==> config.mk <==
export PLATFORM = sky130hd
export DESIGN_NAME = reg_cmd_slave
export DESIGN_NICKNAME = d
export VERILOG_FILES = /design/src/rtl/reg_cmd_slave.sv
export SDC_FILE = /design/constraint.sdc
export NUM_CORES = 1
export LEC_CHECK = 0
export ABC_CLOCK_PERIOD_IN_PS = 3400
export CAP_MARGIN = 20
export CORE_UTILIZATION = 42
export DETAILED_ROUTE_END_ITERATION = 8
export HOLD_SLACK_MARGIN = 0.15
export PLACE_DENSITY = 0.85
export SYNTH_ARGS = -nofsm -noshare
export SYNTH_HDL_FRONTEND = slang
export SYNTH_SLANG_ARGS = --single-unit
==> constraint.sdc <==
create_clock -name clk -period 3.4 [get_ports clk]
set_input_delay 0.51 -clock clk [delete_from_list [all_inputs] [get_ports clk]]
set_output_delay 0.51 -clock clk [all_outputs]
set_load 0.01 [all_outputs]
==> src/rtl/reg_cmd_slave.sv <==
// Register-mapped command slave: per-channel control/status words, W1C interrupt
// status with enable mask, and a fixed-latency pipelined read return path.
module reg_cmd_slave #(
    parameter int ADDR_W = 8,
    parameter int DATA_W = 32,
    parameter int NUM_CH = 3,
    parameter int RD_LAT = 1
) (
    input  logic                     clk,
    input  logic                     rst,
    input  logic [1:0]               cmd,
    input  logic [ADDR_W-1:0]        cmd_addr,
    input  logic [DATA_W-1:0]        cmd_data_m2s,
    output logic [DATA_W-1:0]        cmd_data_s2m,
    output logic                     cmd_rvalid,
    output logic                     cmd_err,
    output logic [NUM_CH*DATA_W-1:0] ch_ctrl,
    input  logic [NUM_CH*DATA_W-1:0] ch_status,
    input  logic [NUM_CH-1:0]        ch_irq,
    output logic                     irq
);

    localparam int WORD_W = ADDR_W - 2;

    localparam logic [1:0] CMD_READ  = 2'b01;
    localparam logic [1:0] CMD_WRITE = 2'b10;
    localparam logic [1:0] CMD_RSVD  = 2'b11;

    // Word-index boundaries of the register map (byte address / 4).
    localparam logic [WORD_W-1:0] W_CTRL_LIMIT = WORD_W'(NUM_CH);
    localparam logic [WORD_W-1:0] W_STAT_BASE  = WORD_W'(4);
    localparam logic [WORD_W-1:0] W_STAT_LIMIT = WORD_W'(4 + NUM_CH);
    localparam logic [WORD_W-1:0] W_IRQ_STAT   = WORD_W'(8);
    localparam logic [WORD_W-1:0] W_IRQ_EN     = WORD_W'(9);

    logic [DATA_W-1:0]              ctrl_reg [NUM_CH];
    logic [NUM_CH-1:0]              irq_stat_reg;
    logic [NUM_CH-1:0]              irq_en_reg;
    logic                           err_reg;
    logic [RD_LAT-1:0]              pipe_valid_reg;
    logic [RD_LAT-1:0][DATA_W-1:0]  pipe_data_reg;

    logic [WORD_W-1:0] word_idx;
    logic [1:0]        ch_sel;
    logic              is_read;
    logic              is_write;
    logic              aligned;
    logic              hit_ctrl;
    logic              hit_stat;
    logic              hit_irq_stat;
    logic              hit_irq_en;
    logic              mapped;
    logic              access_err;
    logic              wr_ok;
    logic [NUM_CH-1:0] ctrl_we;
    logic [NUM_CH-1:0] w1c_mask;
    logic [NUM_CH-1:0] irq_stat_next;
    logic [DATA_W-1:0] rd_value;

    assign word_idx     = cmd_addr[ADDR_W-1:2];
    assign ch_sel       = cmd_addr[3:2];
    assign is_read      = (cmd == CMD_READ);
    assign is_write     = (cmd == CMD_WRITE);
    assign aligned      = (cmd_addr[1:0] == 2'b00);
    assign hit_ctrl     = (word_idx < W_CTRL_LIMIT);
    assign hit_stat     = (word_idx >= W_STAT_BASE) && (word_idx < W_STAT_LIMIT);
    assign hit_irq_stat = (word_idx == W_IRQ_STAT);
    assign hit_irq_en   = (word_idx == W_IRQ_EN);
    assign mapped       = hit_ctrl | hit_stat | hit_irq_stat | hit_irq_en;

    // IDLE never errors; reserved always does; accesses fail on bad address or STAT write.
    assign access_err = (cmd == CMD_RSVD) |
                        ((is_read | is_write) & (~aligned | ~mapped | (is_write & hit_stat)));
    assign wr_ok      = is_write & ~access_err;

    generate
        for (genvar gi = 0; gi < NUM_CH; gi++) begin : g_ch
            assign ctrl_we[gi] = wr_ok & hit_ctrl & (ch_sel == 2'(gi));
            assign ch_ctrl[gi*DATA_W +: DATA_W] = ctrl_reg[gi];
        end
    endgenerate

    assign w1c_mask      = (wr_ok & hit_irq_stat) ? cmd_data_m2s[NUM_CH-1:0] : '0;
    // Event set is applied after the clear so a colliding event wins.
    assign irq_stat_next = (irq_stat_reg & ~w1c_mask) | ch_irq;

    // Read data reflects register state before this cycle's update; zero unless a good READ.
    always_comb begin
        rd_value = '0;
        if (is_read && !access_err) begin
            if (hit_ctrl) begin
                for (int i = 0; i < NUM_CH; i++) begin
                    if (ch_sel == 2'(i)) rd_value = ctrl_reg[i];
                end
            end else if (hit_stat) begin
                for (int i = 0; i < NUM_CH; i++) begin
                    if (ch_sel == 2'(i)) rd_value = ch_status[i*DATA_W +: DATA_W];
                end
            end else if (hit_irq_stat) begin
                rd_value = DATA_W'(irq_stat_reg);
            end else begin
                rd_value = DATA_W'(irq_en_reg);
            end
        end
    end

    always_ff @(posedge clk) begin
        if (rst) begin
            for (int i = 0; i < NUM_CH; i++) ctrl_reg[i] <= '0;
            irq_stat_reg <= '0;
            irq_en_reg   <= '0;
            err_reg      <= 1'b0;
        end else begin
            for (int i = 0; i < NUM_CH; i++) begin
                if (ctrl_we[i]) ctrl_reg[i] <= cmd_data_m2s;
            end
            if (wr_ok && hit_irq_en) irq_en_reg <= cmd_data_m2s[NUM_CH-1:0];
            irq_stat_reg <= irq_stat_next;
            err_reg      <= access_err;
        end
    end

    // Read return shift line; the last stage drives the outputs directly.
    always_ff @(posedge clk) begin
        if (rst) begin
            pipe_valid_reg <= '0;
            pipe_data_reg  <= '0;
        end else begin
            pipe_valid_reg[0] <= is_read;
            pipe_data_reg[0]  <= rd_value;
            for (int i = 1; i < RD_LAT; i++) begin
                pipe_valid_reg[i] <= pipe_valid_reg[i-1];
                pipe_data_reg[i]  <= pipe_data_reg[i-1];
            end
        end
    end

    assign cmd_rvalid   = pipe_valid_reg[RD_LAT-1];
    assign cmd_data_s2m = pipe_data_reg[RD_LAT-1];
    assign cmd_err      = err_reg;
    assign irq          = |(irq_stat_reg & irq_en_reg);

endmodule

==> metrics.txt <==
outcome finished clean; Hold Crit Start irq_en_reg[0]$_SDFFE_PP0P_; setup TNS 0 ns; LEAKAGE between 3 and 4 nW; Cell Area, Synth approximately 0.006 sq mm; CP max stage delay 0.90 ns; Rel. slew slack 34.8%; Inserted Clock Buffers 17; CP Depth 8; Final Hold Fails 0; #FFs+latches synth 136; area added between synthesis and finish 58.4%; H-tree Lvls 4; cts hold-fix bufs 0; initial antenna violation count 0; post-synthesis adder-cell area fraction 0.630%; DP Cell Count 893; DR vias 5126; maximum clock rate 346 MHz; largest family of logic cells by synthesized area compound AO/OA/AOI/OAI gates; Synth async-reset ratio 0%; gr ovfl total 0; Ports 274; Final min period 2.89 ns; cells on worst reg2reg path 3; CTS tree yes; Post-Route Hold Slack about 0.52 ns; top_reg_cell synth edfxtp_1; syn_area_per_cell 12.9 sq um; Die Area about 0.015 sq mm; Worst VDD drop 330 uV; count of cell types in the netlist 35; Yosys warning total 0; Total GRT Usage between 20% and 30%; fraction of the mapped netlist area in simple logic gates 8.46%; Hold Path Stages 2; most frequent cells in the layout clkdlybuf4s50_1 (270), edfxtp_1 (96), mux2i_1 (41); register area share after synthesis 61.8%; row cnt 43; WL/cell 20.8 um; Ant. Diodes 0; final slew viol count 0; startpoint types input pin; Synth Area in Compound Gates 13.7%; fin crit share 85.1%; Post-CTS Setup Repair Bufs 0; clk root buf clkbuf_16; Largest register FFs 96; post_cts resized 0; # fillers just under 1000; CP Class input pin to flip-flop; global-route wire length before repair 28.9 mm; CP Capture Type flip-flop; Hold Path End irq_en_reg[0]$_SDFFE_PP0P_; worst-margin pin slew 0.979 ns; clock slew at reported path FFs 0.05 ns; crit-path cells clkdlybuf4s50_1 -> ha_1 -> nand2b_1 -> a21oi_1 -> a32oi_1 -> a2111oi_4 -> buf_4 -> and2_1; syn nets 608; Arr. time, crit path 3.16 ns; R2R setup slack 2.09 ns; First-pass DRT Iterations 5; ranking of synthesized cells by area edfxtp_1 (48%), dfxtp_1 (13%), mux2i_1 (6.9%), mux2_2 (5.5%), a221oi_1 (4.3%); clk_skew 0.00640 ns; top-area cell type share of the netlist area 48.4%; placed wire-length estimate 13.1 mm; initial DRC count 408; number of global-route vias before repair 5284; PD cells 451 mW/mm^2; Hold Crit Class flip-flop to flip-flop; Synth area leader edfxtp_1; reg-to-reg endpoint cmd_data_s2m[23]$_SDFF_PP0_; Setup Viol. Count Final 0; remaining antenna violation count after routing 0; nets 878; CP Buf/Inv Count 2; Max Cap Viol 0; critical path fanouts, max 17; Longest Clk Path Bufs 2; commonest non-fill, non-tap cell in the layout clkdlybuf4s50_1; Post-synth EDFFs 96; die height 121 um; number of cells produced by synthesis approximately 460; Vias per Instance 5.54; cell family with most CP delay compound AO/OA/AOI/OAI gates; RSZ-0062 raised after global routing false; layout cells sized above 1 10.1%; largest net degree at the start of global routing 66; required time of the critical path 3.66 ns; Clk Latency, worst-skew pair 0.42 ns; Port Buffer Count 273; clock sink count 136; Non-Filler Instances 925; WL final 19.2 mm; reg2reg start ctrl_reg[0][23]$_DFFE_PP_; initial core utilization 43.0%; Die Span X 121 um; Post-route DRC 0; gpl congestion approximately 0.88; core box area ~0.014 sq mm; XOR/XNOR Fraction of Synth Area 0%; Crit-path slowest cell a2111oi_4; post-synthesis mux area share approximately 12%
power breakdown:
part	switching (mW)	total, mW	leakage, nW	internal, mW
registers	0.0432	1.88	1.23	1.84
clock network	0.654	1.79	0.281	1.14
logic	0.249	0.587	1.92	0.338
per-stage QoR:
step / utilization, % / worst slack (ns) / power (mW) / cell area, sq um
2_1_floorplan: - / 0.889 / 2.12 / 5960
3_3_place_gp: 63.9 / 0.293 / 2.48 / 8870
3_5_place_dp: 63.9 / 0.156 / 2.49 / 8870
4_1_cts: 68.0 / 0.584 / 4.28 / 9450
5_1_grt: 68.0 / 0.429 / 4.40 / 9450
6_report: 68.0 / 0.507 / 4.26 / 9450
Yosys cell counts, types with 2 or more instances:
master and instances:
mux2_2 29, o211ai_1 3, a221oi_1 29, mux2i_1 41, a2111oi_0 3, a21o_1 3
nor2_1 36, nand2b_1 8, nor4b_1 3, a21oi_1 38, and2_1 32, o21ai_0 4
edfxtp_1 96, buf_4 2, inv_1 6, ha_1 3, a211oi_1 29, nand2_1 7
dfxtp_1 40, clkbuf_1 27, nor3_1 4, buf_2 6
worst register-to-register path, cell delays in order (launching register included):
cell	delay, ns
edfxtp_1	0.39
mux2_2	0.27
a221oi_1	0.41
a211oi_1	0.09
logic make-up (layout without fill, tap and decap cells):
family / count (synthesis) / after routing
DFF: 136 / 136
AOI/OAI and AO/OA: 114 / 114
and+or+nand+nor: 97 / 97
muxes: 70 / 70
buffers and inverters: 42 / 325
adders and majority gates: 3 / 3
cell type report:
type / instances / area, sq um / share of cell area (%)
multi-input combinational: 284 / 2110 / 22.3
timing repair buffer: 287 / 2840 / 30.0
tap: 180 / 225 / 2.38
sequential: 136 / 3680 / 39.0
clock inverter: 11 / 130 / 1.38
inverter: 6 / 22.5 / 0.238
clock buffer: 21 / 440 / 4.66
worst max-delay path by stage:
stage | startpoint | to | slack [ns]
global placement | cmd[0] | ctrl_reg[0][0]$_DFFE_PP_ | 0.29
floorplan | cmd_addr[2] | ctrl_reg[0][64]$_DFFE_PP_ | 0.89
detailed placement | cmd[0] | ctrl_reg[0][29]$_DFFE_PP_ | 0.16
finish | cmd[1] | ctrl_reg[0][29]$_DFFE_PP_ | 0.51
global route | cmd[0] | ctrl_reg[0][64]$_DFFE_PP_ | 0.43
CTS | cmd[1] | ctrl_reg[0][61]$_DFFE_PP_ | 0.58
routing by layer:
layer | up-vias | share of wire [%] | global-route usage (%)
li1 | 2319 | - | -
met1 | 2456 | 37 | 29.7
met4 | 0 | 3.8 | 14.3
met5 | - | 0 | 0
met2 | 289 | 51 | 46.8
met3 | 62 | 8.1 | 7.42
No activity file was read; power rests on OpenSTA's default activity.
